`src/rtl/arm_pkg.sv`:
```
// Shared constants for the ARM-subset core: execute commands, opcodes,
// condition codes, instruction modes, status bit positions and the control bundle.
package arm_pkg;

  localparam logic [3:0] CMD_NOP = 4'b0000;
  localparam logic [3:0] CMD_MOV = 4'b0001;
  localparam logic [3:0] CMD_ADD = 4'b0010;
  localparam logic [3:0] CMD_ADC = 4'b0011;
  localparam logic [3:0] CMD_SUB = 4'b0100;
  localparam logic [3:0] CMD_SBC = 4'b0101;
  localparam logic [3:0] CMD_AND = 4'b0110;
  localparam logic [3:0] CMD_ORR = 4'b0111;
  localparam logic [3:0] CMD_EOR = 4'b1000;
  localparam logic [3:0] CMD_MVN = 4'b1001;

  localparam logic [3:0] OP_AND = 4'b0000;
  localparam logic [3:0] OP_EOR = 4'b0001;
  localparam logic [3:0] OP_SUB = 4'b0010;
  localparam logic [3:0] OP_ADD = 4'b0100;
  localparam logic [3:0] OP_ADC = 4'b0101;
  localparam logic [3:0] OP_SBC = 4'b0110;
  localparam logic [3:0] OP_TST = 4'b1000;
  localparam logic [3:0] OP_CMP = 4'b1010;
  localparam logic [3:0] OP_ORR = 4'b1100;
  localparam logic [3:0] OP_MOV = 4'b1101;
  localparam logic [3:0] OP_MVN = 4'b1111;

  localparam logic [3:0] COND_EQ = 4'b0000;
  localparam logic [3:0] COND_NE = 4'b0001;
  localparam logic [3:0] COND_CS = 4'b0010;
  localparam logic [3:0] COND_CC = 4'b0011;
  localparam logic [3:0] COND_MI = 4'b0100;
  localparam logic [3:0] COND_PL = 4'b0101;
  localparam logic [3:0] COND_VS = 4'b0110;
  localparam logic [3:0] COND_VC = 4'b0111;
  localparam logic [3:0] COND_HI = 4'b1000;
  localparam logic [3:0] COND_LS = 4'b1001;
  localparam logic [3:0] COND_GE = 4'b1010;
  localparam logic [3:0] COND_LT = 4'b1011;
  localparam logic [3:0] COND_GT = 4'b1100;
  localparam logic [3:0] COND_LE = 4'b1101;
  localparam logic [3:0] COND_AL = 4'b1110;
  localparam logic [3:0] COND_NV = 4'b1111;

  localparam logic [1:0] MODE_DP  = 2'b00;
  localparam logic [1:0] MODE_MEM = 2'b01;
  localparam logic [1:0] MODE_BR  = 2'b10;
  localparam logic [1:0] MODE_UND = 2'b11;

  localparam int ST_N = 3;
  localparam int ST_Z = 2;
  localparam int ST_C = 1;
  localparam int ST_V = 0;

  typedef struct packed {
    logic [3:0] exec_cmd;
    logic       mem_r_en;
    logic       mem_w_en;
    logic       wb_en;
    logic       b;
    logic       s;
    logic       imm;
  } ctrl_t;

  localparam ctrl_t CTRL_BUBBLE = '0;

endpackage

```
`src/rtl/id_ex_control_cond_check.sv`:
```
// Combinational ARM condition-field evaluation against an NZCV nibble.
module cond_check
  import arm_pkg::*;
(
  input  logic [3:0] cond,
  input  logic [3:0] nzcv,
  output logic       pass
);

  logic n, z, c, v;
  assign n = nzcv[ST_N];
  assign z = nzcv[ST_Z];
  assign c = nzcv[ST_C];
  assign v = nzcv[ST_V];

  always_comb begin
    pass = 1'b0;
    case (cond)
      COND_EQ: pass = z;
      COND_NE: pass = ~z;
      COND_CS: pass = c;
      COND_CC: pass = ~c;
      COND_MI: pass = n;
      COND_PL: pass = ~n;
      COND_VS: pass = v;
      COND_VC: pass = ~v;
      COND_HI: pass = c & ~z;
      COND_LS: pass = ~c | z;
      COND_GE: pass = (n == v);
      COND_LT: pass = (n != v);
      COND_GT: pass = ~z & (n == v);
      COND_LE: pass = z | (n != v);
      COND_AL: pass = 1'b1;
      default: pass = 1'b0;
    endcase
  end

endmodule

```
`src/rtl/id_ex_control.sv`:
```
// ID-stage decode, NZCV status register and ID/EX pipeline register.
// Define ID_FLAG_FWD_EN to evaluate conditions on same-cycle ALU flags when ex_s=1.
module id_ex_control
  import arm_pkg::*;
(
  input  logic        clk,
  input  logic        rst_n,
  input  logic [31:0] instr,
  input  logic [31:0] pc_in,
  input  logic        freeze,
  input  logic        flush,
  input  logic        ex_s,
  input  logic        alu_n,
  input  logic        alu_z,
  input  logic        alu_c,
  input  logic        alu_v,
  output logic [3:0]  ex_exec_cmd,
  output logic        ex_mem_r_en,
  output logic        ex_mem_w_en,
  output logic        ex_wb_en,
  output logic        ex_b,
  output logic        ex_s_out,
  output logic        ex_imm,
  output logic [11:0] ex_shift_operand,
  output logic [23:0] ex_imm24,
  output logic [3:0]  ex_dest,
  output logic [3:0]  ex_rn,
  output logic [3:0]  ex_rm,
  output logic [31:0] ex_pc,
  output logic [3:0]  status,
  output logic        c_in
);

  logic [3:0]  status_q;
  logic [3:0]  alu_flags;
  logic [3:0]  cond_flags;
  logic        cond_pass;
  ctrl_t       ctrl_dec, ctrl_d, ctrl_q;
  logic [11:0] shift_q;
  logic [23:0] imm24_q;
  logic [3:0]  dest_q, rn_q, rm_q;
  logic [31:0] pc_q;

  assign alu_flags = {alu_n, alu_z, alu_c, alu_v};

`ifdef ID_FLAG_FWD_EN
  assign cond_flags = ex_s ? alu_flags : status_q;
`else
  assign cond_flags = status_q;
`endif

  cond_check u_cond_check (
    .cond (instr[31:28]),
    .nzcv (cond_flags),
    .pass (cond_pass)
  );

  always_comb begin
    ctrl_dec = CTRL_BUBBLE;
    case (instr[27:26])
      MODE_DP: begin
        ctrl_dec.imm   = instr[25];
        ctrl_dec.s     = instr[20];
        ctrl_dec.wb_en = 1'b1;
        case (instr[24:21])
          OP_MOV: ctrl_dec.exec_cmd = CMD_MOV;
          OP_MVN: ctrl_dec.exec_cmd = CMD_MVN;
          OP_ADD: ctrl_dec.exec_cmd = CMD_ADD;
          OP_ADC: ctrl_dec.exec_cmd = CMD_ADC;
          OP_SUB: ctrl_dec.exec_cmd = CMD_SUB;
          OP_SBC: ctrl_dec.exec_cmd = CMD_SBC;
          OP_AND: ctrl_dec.exec_cmd = CMD_AND;
          OP_ORR: ctrl_dec.exec_cmd = CMD_ORR;
          OP_EOR: ctrl_dec.exec_cmd = CMD_EOR;
          OP_CMP: begin
            ctrl_dec.exec_cmd = CMD_SUB;
            ctrl_dec.wb_en    = 1'b0;
            ctrl_dec.s        = 1'b1;
          end
          OP_TST: begin
            ctrl_dec.exec_cmd = CMD_AND;
            ctrl_dec.wb_en    = 1'b0;
            ctrl_dec.s        = 1'b1;
          end
          default: begin
            ctrl_dec.exec_cmd = CMD_NOP;
            ctrl_dec.wb_en    = 1'b0;
          end
        endcase
      end
      MODE_MEM: begin
        ctrl_dec.exec_cmd = CMD_ADD;
        ctrl_dec.mem_r_en = instr[20];
        ctrl_dec.wb_en    = instr[20];
        ctrl_dec.mem_w_en = ~instr[20];
      end
      MODE_BR: ctrl_dec.b = 1'b1;
      default: ctrl_dec = CTRL_BUBBLE;
    endcase
    if (!cond_pass) begin
      ctrl_dec = CTRL_BUBBLE;
    end
  end

  // A flushed slot still carries the raw fields and PC; only the control is squashed.
  assign ctrl_d = flush ? CTRL_BUBBLE : ctrl_dec;

  always_ff @(posedge clk or negedge rst_n) begin
    if (!rst_n) begin
      ctrl_q  <= CTRL_BUBBLE;
      shift_q <= '0;
      imm24_q <= '0;
      dest_q  <= '0;
      rn_q    <= '0;
      rm_q    <= '0;
      pc_q    <= '0;
    end else if (flush || !freeze) begin
      ctrl_q  <= ctrl_d;
      shift_q <= instr[11:0];
      imm24_q <= instr[23:0];
      dest_q  <= instr[15:12];
      rn_q    <= instr[19:16];
      rm_q    <= instr[3:0];
      pc_q    <= pc_in;
    end
  end

  always_ff @(posedge clk or negedge rst_n) begin
    if (!rst_n) begin
      status_q <= '0;
    end else if (ex_s) begin
      status_q <= alu_flags;
    end
  end

  assign ex_exec_cmd      = ctrl_q.exec_cmd;
  assign ex_mem_r_en      = ctrl_q.mem_r_en;
  assign ex_mem_w_en      = ctrl_q.mem_w_en;
  assign ex_wb_en         = ctrl_q.wb_en;
  assign ex_b             = ctrl_q.b;
  assign ex_s_out         = ctrl_q.s;
  assign ex_imm           = ctrl_q.imm;
  assign ex_shift_operand = shift_q;
  assign ex_imm24         = imm24_q;
  assign ex_dest          = dest_q;
  assign ex_rn            = rn_q;
  assign ex_rm            = rm_q;
  assign ex_pc            = pc_q;
  assign status           = status_q;
  assign c_in             = status_q[ST_C];

endmodule

```
`config.mk`:
```
export PLATFORM = sky130hd
export DESIGN_NAME = id_ex_control
export DESIGN_NICKNAME = d
export VERILOG_FILES = /design/src/rtl/arm_pkg.sv /design/src/rtl/id_ex_control_cond_check.sv /design/src/rtl/id_ex_control.sv
export SDC_FILE = /design/constraint.sdc
export NUM_CORES = 1
export LEC_CHECK = 0
export BUFFER_PORTS_ARGS = -buffer_cell sky130_fd_sc_hd__buf_2
export CELL_PAD_IN_SITES_DETAIL_PLACEMENT = 1
export CELL_PAD_IN_SITES_GLOBAL_PLACEMENT = 1
export CORE_MARGIN = 4
export CORE_UTILIZATION = 34
export DETAILED_ROUTE_END_ITERATION = 16
export PLACE_DENSITY = 0.83
export RECOVER_POWER = 100
export SLEW_MARGIN = 20
export SYNTH_ARGS = -nofsm -noshare
export SYNTH_HDL_FRONTEND = slang
export SYNTH_HIERARCHICAL = 1
export SYNTH_SLANG_ARGS = --single-unit
export TNS_END_PERCENT = 50
```
`constraint.sdc`:
```
create_clock -name clk -period 4.85 [get_ports clk]
set_clock_uncertainty 0.05 [all_clocks]
set_input_delay 0.97 -clock clk [delete_from_list [all_inputs] [get_ports clk]]
set_output_delay 0.97 -clock clk [all_outputs]
set_load 0.05 [all_outputs]
```
==> run_results.csv <==
group,metric,value,unit
placement,gp_congestion,0.729,
critical_path,timing.reg2reg.setup_slack,2420,ps
pwr,power.density,394,mW/mm^2
finish,regArea,0.00175,sq mm
critical_path,critPathArrivalTime,3070,ps
clocking,root_buffer,"clkbuf_8",
critical_path,critPathMaxFanout,8,
timing,achievable-frequency,350,MHz
die,initial_utilization,35.6,%
logic_synthesis,syn-cell-area,0.00315,sq mm
critical_path,worst_ep_required_time,5060,ps
route,drt-initial-drc-count,118,
finish,filler_instances,1153,
logic_synthesis,synth.yosys.seq_area_share,55.6,%
route,routedWlPerCell,14.5,um
clocking,number_of_levels_the_h_tree_was_split_into,3,
logic_synthesis,synth_async_sr_flop_share,100,%
die,die_width,104,um
clocking,clk_pin_slew,70,ps
timing,slew_violations,71,
placement,port_buffers,167,
pwr,p_leak,2.02,nW
grt,grt.total_usage,16.0,%
critical_path,crit-reg2reg-capture,"ex_exec_cmd[0]",
clocking,tritoncts.num_buffers,9,
route,drc,0,
critical_path,critPathCaptureType,"flop",
placement,dp_hpwl,6360,um
logic_synthesis,netlist.top_cell.by_area,"dfrtp_1",
route,antenna_violating_nets_post_route,0,
logic_synthesis,top_post_synthesis_cells_by_area,"dfrtp_1, nand2_1, buf_4",
status,violations,"max-capacitance violations, max-slew violations",
status,run_status,"finished with violations",
logic_synthesis,post_synth_inst_count,354,
timing,finalSetupViolations,0,
logic_synthesis,syn_area_per_cell,8.90,sq um
logic_synthesis,ys_ff_latch,70,
route,post_detailed_route_via_to_cell_ratio,4.64,
die,total_die_area,0.0109,sq mm
clocking,clock_insertion_delay_worst_skew,330,ps
timing,hold_violation_count_in_the_final_report,0,
logic_synthesis,synth_top_area_share,55.6,%
timing,relSlewSlack,-17.2,%
clocking,postCtsResizedCells,0,
route,routed-via-count,2794,
grt,pin_count_of_the_biggest_net_entering_global_routing,71,
critical_path,worst_r2r_startpoint,"status[3]",
clocking,postCtsSetupRepairBufs,0,
critical_path,critical_path.startpoint_type,"input port",
die,core_region_area,0.00885,sq mm
clocking,cts_hold_bufs,0,
critical_path,worst-r2r-cell-count,7,
hold_path,hold_depth,2,
clocking,clock_path_buffers,2,
timing,final.period_utilization,58.9,%
clocking,numClockSinks,70,
critical_path,timing_worst_setup_path_type,"in2reg",
timing,max_slew.worst_pin.slew,1760,ps
grt,antenna_found_initial,0,
grt,number_of_global_route_vias_before_repair,2877,
finish,layout_net_count,562,
route,drtPass1Iterations,4,
logic_synthesis,most_frequent_cell_after_synthesis,"nand2_1",
logic_synthesis,synth.net_count,427,
timing,fin_hold_ws,418,ps
hold_path,whs_endpoint,"ex_s_out",
logic_synthesis,synth-warning-count,6,
logic_synthesis,synth_cell_types,36,
finish,multi_input_combinational_cell_area,0.00111,sq mm
die,dieHeight,104,um
logic_synthesis,synth_edf_count,0,
logic_synthesis,dominantRegCellSynth,"dfrtp_1",
clocking,tritoncts_clock_tree,"built",
logic_synthesis,most_frequent_cells_after_synthesis,"nand2_1, dfrtp_1, buf_4, buf_2",
finish,antenna_cells,0,
die,floorplan.rows,34,
hold_path,min_path_type,"reg2reg",
flow_run,max_cap_violations,1,
finish,area.growth.synth_to_final,24.4,%
timing,setup_total_negative_slack,0,ps
pwr,vdd_ir_drop_max,142,uV
grt,grt_pass1_wl,14300,um
die,io-pin-count,168,
hold_path,worst_hold_startpoint,"ex_s_out",
grt,congestion_overflow_gr,0,
finish,post_route_cells_drive_above_1_share,18.6,%
timing,grt_setup_unrepaired,"false",
timing,final_period_minus_worst_setup_slack,2860,ps
route,postRouteWirelength,8740,um
[per-layer routing]
layer	global-route usage (%)	part of all wire, %	up-vias	wire, um
li1	-	-	1361	-
met1	19.6	43	1319	3720
met2	27.4	48	103	4230
met3	4.90	8.0	11	697
met4	4.56	1.1	0	95
met5	0	0	-	0
[where the power goes]
part           leakage, nW  switching, mW  internal, mW  total, mW
clock network        0.106          0.213         0.264      0.476
logic                 1.06          0.328        0.0812      0.409
registers            0.854         0.0318         0.628      0.660
total                 2.02          0.573         0.972       1.55
[stage by stage]
step                power, mW  utilization, %  instances  worst slack (ps)  instance area (sq um)
floorplan               0.999               -        354              2230                   3150
global placement         1.10            43.7        586              2110                   3860
detailed placement       1.11            43.7        586              2030                   3860
CTS                      1.59            45.9        602              2390                   4060
global route             1.62            44.3        602              1830                   3920
finish                   1.55            44.3        602              1990                   3920
[layout make-up]
type,count,share of cell area [%]
Tap cell,108,3.45
Multi-Input combinational cell,240,28.3
Sequential cell,70,44.7
Clock buffer,12,3.96
Timing Repair Buffer,168,18.4
Clock inverter,4,1.15
[critical path, cell delays in order]
cell and delay [ps]:
clkbuf_1 250, or2b_1 300, o31ai_1 210, a211o_1 130
a211o_1 130, or3b_1 460, nor3_1 380, a32o_1 240
[cell usage in the layout (no fill, tap or decap), types with 2 or more instances in the layout]
master,instances
a211o_1,2
nand3b_1,2
dfrtp_1,70
o21ai_0,3
clkinv_2,3
clkbuf_8,11
o211ai_1,2
nor3_1,6
nor2_1,4
nor2b_1,4
a21oi_1,7
nand2_1,180
nand2b_1,3
a32o_1,2
mux2_2,4
clkbuf_1,99
xor2_1,2
buf_2,68
o31ai_1,2
[flip-flops by register name, summed over array words and instances, names as in the netlist]
register and flops:
ex_pc 32, ex_imm24 13, ex_shift_operand 11, ex_exec_cmd 4, status 4, ex_b 1
ex_imm 1, ex_mem_r_en 1, ex_mem_w_en 1, ex_s_out 1, ex_wb_en 1
[worst max-delay path by stage]
stage,end,cells past startpoint,from
finish,ex_exec_cmd[0],8,instr[30]
detailed placement,ex_wb_en,9,instr[30]
global route,ex_s_out,9,instr[30]
CTS,ex_exec_cmd[0],8,instr[30]
floorplan,ex_exec_cmd[3],8,instr[31]
global placement,ex_exec_cmd[3],8,instr[30]
[cell families (layout without fill, tap and decap cells)]
kind of cell           after synthesis  count (layout)  synth area share [%]
AO/OA/AOI/OAI                       25              25                  5.40
XOR/XNOR                             4               4                  1.35
buffers and inverters               44             184                  8.78
flip-flops                          70              70                  55.6
multiplexers                         5               5                  1.91
AND/OR/NAND/NOR                    206             206                  26.9
(Power assumes the default switching activity.)
